--- src/rtl/image_fetch_ctrl_if.sv ---
// Handshake bundle between the image fetch controller, the image memory and the pixel datapath.
// The master modport is the controller's view of this bundle.
interface image_fetch_ctrl_if #(
   parameter int CW = 8
);
   logic          Start;
   logic          Ready;
   logic [7:0]    dina;
   logic          Lock;
   logic [7:0]    pix_out;
   logic          pix_valid;
   logic [CW-1:0] row;
   logic [CW-1:0] col;
   logic          Busy;
   logic          Done;

   modport master (
      input  Start, Ready, dina,
      output Lock, pix_out, pix_valid, row, col, Busy, Done
   );

   modport slave (
      output Start, Ready, dina,
      input  Lock, pix_out, pix_valid, row, col, Busy, Done
   );
endinterface

--- src/rtl/image_fetch_ctrl.sv ---
// Sequences the registered-output image memory: drops the priming reads after reset, then
// streams one frame as valid pixels with row/col coordinates, honouring downstream Ready.
module image_fetch_ctrl #(
   parameter int IMG_W        = 256,
   parameter int IMG_H        = 256,
   parameter int PRIME_CYCLES = 2,
   parameter int CW           = 8
) (
   input logic                CLK,
   input logic                RST_N,
   image_fetch_ctrl_if.master fetch
);

   localparam int NPIX = IMG_W * IMG_H;
   localparam int IW   = $clog2(NPIX) + 1;
   localparam int PW   = (PRIME_CYCLES > 1) ? $clog2(PRIME_CYCLES) : 1;

   localparam logic [IW-1:0] LAST_ISSUE = IW'(NPIX - 1);
   localparam logic [IW-1:0] NPIX_C     = IW'(NPIX);
   localparam logic [PW-1:0] PRIME_LAST = PW'(PRIME_CYCLES - 1);
   localparam logic [CW-1:0] COL_LAST   = CW'(IMG_W - 1);
   localparam logic [CW-1:0] ROW_LAST   = CW'(IMG_H - 1);

   localparam logic [2:0] S_IDLE   = 3'd0;
   localparam logic [2:0] S_PRIME  = 3'd1;
   localparam logic [2:0] S_STREAM = 3'd2;
   localparam logic [2:0] S_DRAIN  = 3'd3;
   localparam logic [2:0] S_DONE   = 3'd4;

   logic [2:0]    state_q, state_d;
   logic [PW-1:0] prime_cnt_q, prime_cnt_d;
   logic [IW-1:0] issued_q, issued_d;
   logic          primed_q, primed_d;
   logic          pix_valid_q, pix_valid_d;
   logic [CW-1:0] row_q, row_d;
   logic [CW-1:0] col_q, col_d;
   logic          lock;

   // Ready is an advance acceptance, so the memory only steps when the next pixel is already wanted.
   always_comb begin
      lock = (state_q == S_PRIME) ||
             ((state_q == S_STREAM) && fetch.Ready && (issued_q < NPIX_C));
   end

   assign fetch.Lock      = lock;
   assign fetch.pix_out   = fetch.dina;
   assign fetch.pix_valid = pix_valid_q;
   assign fetch.row       = row_q;
   assign fetch.col       = col_q;
   assign fetch.Busy      = (state_q != S_IDLE);
   assign fetch.Done      = (state_q == S_DONE);

   always_comb begin
      state_d     = state_q;
      prime_cnt_d = prime_cnt_q;
      issued_d    = issued_q;
      primed_d    = primed_q;
      case (state_q)
         S_IDLE: begin
            if (fetch.Start) begin
               issued_d = '0;
               if (primed_q) begin
                  state_d = S_STREAM;
               end else begin
                  state_d     = S_PRIME;
                  prime_cnt_d = '0;
               end
            end
         end
         S_PRIME: begin
            prime_cnt_d = prime_cnt_q + 1'b1;
            if (prime_cnt_q == PRIME_LAST) begin
               state_d  = S_STREAM;
               primed_d = 1'b1;
            end
         end
         S_STREAM: begin
            if (lock) begin
               issued_d = issued_q + 1'b1;
               if (issued_q == LAST_ISSUE) begin
                  state_d = S_DRAIN;
               end
            end
         end
         S_DRAIN: state_d = S_DONE;
         S_DONE:  state_d = S_IDLE;
         default: state_d = S_IDLE;
      endcase
   end

   // Coordinates advance after each emitted pixel and wrap back to (0,0) after the last one.
   always_comb begin
      pix_valid_d = (state_q == S_STREAM) && lock;
      row_d       = row_q;
      col_d       = col_q;
      if (pix_valid_q) begin
         if (col_q == COL_LAST) begin
            col_d = '0;
            row_d = (row_q == ROW_LAST) ? '0 : row_q + 1'b1;
         end else begin
            col_d = col_q + 1'b1;
         end
      end
   end

   always_ff @(posedge CLK) begin
      if (!RST_N) begin
         state_q     <= S_IDLE;
         prime_cnt_q <= '0;
         issued_q    <= '0;
         primed_q    <= 1'b0;
         pix_valid_q <= 1'b0;
         row_q       <= '0;
         col_q       <= '0;
      end else begin
         state_q     <= state_d;
         prime_cnt_q <= prime_cnt_d;
         issued_q    <= issued_d;
         primed_q    <= primed_d;
         pix_valid_q <= pix_valid_d;
         row_q       <= row_d;
         col_q       <= col_d;
      end
   end

endmodule

--- src/flat_wrapper.sv ---
// flat-port wrapper written by rule: the top's interface ports become plain ports
module image_fetch_ctrl_flat 
#(
   parameter int IMG_W        = 256,
   parameter int IMG_H        = 256,
   parameter int PRIME_CYCLES = 2,
   parameter int CW           = 8
)
  (CLK, RST_N, fetch_Start, fetch_Ready, fetch_dina, fetch_Lock, fetch_pix_out, fetch_pix_valid, fetch_row, fetch_col, fetch_Busy, fetch_Done);
  image_fetch_ctrl_if #(.CW(CW)) fetch_i ();
  input logic CLK;
  input logic RST_N;
  input wire logic [$bits(fetch_i.Start)-1:0] fetch_Start;
  input wire logic [$bits(fetch_i.Ready)-1:0] fetch_Ready;
  input wire logic [$bits(fetch_i.dina)-1:0] fetch_dina;
  output wire logic [$bits(fetch_i.Lock)-1:0] fetch_Lock;
  output wire logic [$bits(fetch_i.pix_out)-1:0] fetch_pix_out;
  output wire logic [$bits(fetch_i.pix_valid)-1:0] fetch_pix_valid;
  output wire logic [$bits(fetch_i.row)-1:0] fetch_row;
  output wire logic [$bits(fetch_i.col)-1:0] fetch_col;
  output wire logic [$bits(fetch_i.Busy)-1:0] fetch_Busy;
  output wire logic [$bits(fetch_i.Done)-1:0] fetch_Done;
  assign fetch_i.Start = fetch_Start;
  assign fetch_i.Ready = fetch_Ready;
  assign fetch_i.dina = fetch_dina;
  assign fetch_Lock = fetch_i.Lock;
  assign fetch_pix_out = fetch_i.pix_out;
  assign fetch_pix_valid = fetch_i.pix_valid;
  assign fetch_row = fetch_i.row;
  assign fetch_col = fetch_i.col;
  assign fetch_Busy = fetch_i.Busy;
  assign fetch_Done = fetch_i.Done;
  image_fetch_ctrl #(.IMG_W(IMG_W), .IMG_H(IMG_H), .PRIME_CYCLES(PRIME_CYCLES), .CW(CW)) u_core (.CLK(CLK), .RST_N(RST_N), .fetch(fetch_i));
endmodule
--- config.mk ---
export PLATFORM = sky130hd
export DESIGN_NAME = image_fetch_ctrl_flat
export DESIGN_NICKNAME = d
export VERILOG_FILES = /design/src/rtl/image_fetch_ctrl_if.sv /design/src/rtl/image_fetch_ctrl.sv /design/src/flat_wrapper.sv
export SDC_FILE = /design/constraint.sdc
export NUM_CORES = 1
export LEC_CHECK = 0
export ABC_AREA = 1
export CORE_UTILIZATION = 30
export CTS_CLUSTER_DIAMETER = 50
export DETAILED_ROUTE_END_ITERATION = 8
export PLACE_DENSITY = 0.53
export SLEW_MARGIN = 20
export SYNTH_ARGS = -nofsm -noshare
export SYNTH_HDL_FRONTEND = slang
export SYNTH_SLANG_ARGS = --single-unit
--- constraint.sdc ---
create_clock -name CLK -period 1.6 [get_ports CLK]
set_input_delay 0.48 -clock CLK [delete_from_list [all_inputs] [get_ports CLK]]
set_output_delay 0.48 -clock CLK [all_outputs]
set_load 0.02 [all_outputs]
==> out/results.tsv <==
metric	value	unit
Initial Util	0.310	
total number of vias	2104	
Max rail drop VDD	0.657	mV
outcome	finished with violations	
Post-Route WL	4.89	mm
setup violators final	4	
cell leakage power	1.29	nW
ys async rst share	0	
Slew Limit Headroom	0.818	
min Tclk post-route	1.67	ns
Detailed Route Iter0 Violations	67	
Post-DP HPWL	3.65	mm
Yosys reg bits	39	
worst skew pair latency	0.28	ns
worst-margin pin slew	0.272	ns
final antenna-violating net count	0	
RSZ-0062 raised after global routing	yes	
grt ovf	0	
CTS tree	yes	
Clock Path Buffers	2	
placer congestion estimate	0.841	
syn nets	327	
top-count cell post-synth	nand2_1	
synth cell count leaders	nand2_1, nor2_1, dfxtp_1, inv_1, nand3_1	
CP max stage delay	0.36	ns
CP max stage cell	dfxtp_2	
antenna cell count	0	
Mapped Area	2110	um2
clk slew on worst S/H paths	0.08	ns
dpl ws	-0.822	ns
syn_area_per_cell	6.78	um2
die height	85.9	um
Max FO, Critical Path	2	
WHS	0.474	ns
maximum clock rate	599	MHz
CTS root buf	clkbuf_8	
fin. max-slew vios	0	
Required @ worst endpoint	1.78	ns
Nets	399	
synth top area cells	dfxtp_1, nand2_1, nor2_1	
initial antenna violation count	0	
nature of the critical path startpoint	register	
Syn-to-layout area delta	40.9	%
PD cells	1040	nW/um2
area of the core	6790	um2
htree depth	2	
row cnt	30	
area post-placement	2730	um2
die area	7370	um2
Synth cell types	28	
setup TNS	-0.131	ns
Syn Inst Count	311	
Num CTS Buffers	5	
Ys Warns	0	
Remaining DRCs	0	
crit path DAT	1.85	ns
vias per cell	4.38	
Avg WL per Cell	10.2	um
share of layout cells above drive strength 1	0.299	
cell area after layout	2970	um2
vias in the first global route	1899	
largest area contributor in the netlist	dfxtp_1	
Hold Path Class	register to register	
worst path cell trace	ha_4 -> nand2_2 -> inv_2 -> nand4_1 -> nor4_2 -> ha_2 -> inv_2 -> nand2_2 -> nand2_2 -> nor3_2 -> nor2_1	
IO Port Bufs	23	
largest net degree at the start of global routing	14	
CP Buf/Inv Count	2	
failing checks	setup timing	
Worst setup EP type	register	
CP delay by family, top	simple AND/OR/NAND/NOR gates	
post-synth top area share	0.370	
io pins	40	
# clock sinks	39	
maxcap violations	0	
Fin. Hold Viols	0	
worst clock skew	0.00571	ns
die width	85.9	um
Post-synth EDFFs	0	
Most Frequent Cell on Critical Path	nand2_2	
worst setup path category	register to register	
top_reg_cell synth	dfxtp_1	
overall global routing resource usage	0.143	
Final Worst Setup Slack	-0.0683	ns
first-pass GRT wire length	8.36	mm
Tcrit/Tclk final	1.04	
register area share after synthesis	0.370	
drt first pass iters	4	
==> where the power goes <==
part	total [mW]	leakage (nW)	internal [mW]	switching, mW
logic	1.16	0.910	0.525	0.634
clock network	0.823	0.0581	0.465	0.359
registers	1.12	0.320	1.05	0.0743
total	3.10	1.29	2.03	1.07
==> layer usage <==
| metal | share of wire | vias up | GRT usage |
|---|---|---|---|
| li1 | - | 1131 | - |
| met1 | 0.52 | 939 | 0.186 |
| met2 | 0.44 | 28 | 0.233 |
| met3 | 0.027 | 6 | 0.0289 |
| met4 | 0.015 | 0 | 0.0591 |
| met5 | 0 | - | 0 |
==> worst paths after layout <==
check	depth (start not counted)	from	end	slack, ns
setup / recovery	11	u_core.issued_q[1]$_SDFFE_PN0P_	u_core.state_q[0]$_SDFFE_PN0P_	-0.07
hold / removal	2	u_core.prime_cnt_q$_SDFFE_PN0P_	u_core.primed_q$_SDFFE_PN0P_	0.47
setup reg to reg	11	u_core.issued_q[1]$_SDFFE_PN0P_	u_core.state_q[0]$_SDFFE_PN0P_	-0.07
hold reg to reg	2	u_core.prime_cnt_q$_SDFFE_PN0P_	u_core.primed_q$_SDFFE_PN0P_	0.47
==> layout by cell type (no fill, tap or decap), drive strengths merged, types with 4 or more instances in the layout <==
master       instances
o21ai                8
nand4                8
dfxtp               39
clkbuf               5
nand3               24
nor2                57
dlygate4sd2         17
ha                   4
buf                 58
inv                 37
nor3b                4
xor2                 4
nor3                 8
nand2               80
a21oi               20
==> what timing repair did <==
| action | 4_1_cts | 5_1_grt |
|---|---|---|
| gates cloned | 0 | 0 |
| endpoints found under the setup margin | 36 | 26 |
| setup buffers | 7 | 2 |
| gates resized for setup | 51 | 16 |
| hold buffers | 0 | 0 |
| pin swaps | 3 | 10 |
==> cells by family (layout without fill, tap and decap cells) <==
| group | count (synthesis) | after routing | share of synthesized area |
|---|---|---|---|
| AOI/OAI and AO/OA | 30 | 30 | 0.0747 |
| xor gates and xnor gates | 4 | 4 | 0.0166 |
| adders and majority gates | 4 | 4 | 0.0237 |
| buffers and inverters | 50 | 123 | 0.113 |
| DFF | 39 | 39 | 0.370 |
| and+or+nand+nor | 184 | 184 | 0.402 |
==> metrics by stage <==
stage          power (mW)  instances  utilization
4_1_cts              3.09        478        0.429
5_1_grt              3.31        480        0.437
2_1_floorplan        1.74        311            -
3_5_place_dp         2.19        463        0.402
6_report             3.10        480        0.437
3_3_place_gp         2.18        463        0.402
==> state kept, by name, indices dropped and copies added, names as in the netlist <==
name / count
u_core.fetch.col: 8
u_core.fetch.pix_valid: 1
u_core.fetch.row: 8
u_core.issued_q: 17
u_core.prime_cnt_q: 1
u_core.primed_q: 1
u_core.state_q: 3
==> layout make-up <==
| type | instances | area (um2) |
|---|---|---|
| clock buffers | 5 | 68.8 |
| clock inverters | 3 | 43.8 |
| fillers | 710 | 3820 |
| inverters | 37 | 139 |
| multi-input cells | 222 | 1170 |
| flip-flops and latches | 39 | 793 |
| well taps | 96 | 120 |
| repair buffers | 78 | 639 |
==> tightest hold or removal path: cells and delay by family (launching register included) <==
family,cells,cell delay [ns]
flip-flops,1,0.33
AND/OR/NAND/NOR,1,0.06
AO/OA/AOI/OAI,1,0.05
No activity file was read; power rests on OpenSTA's default activity.
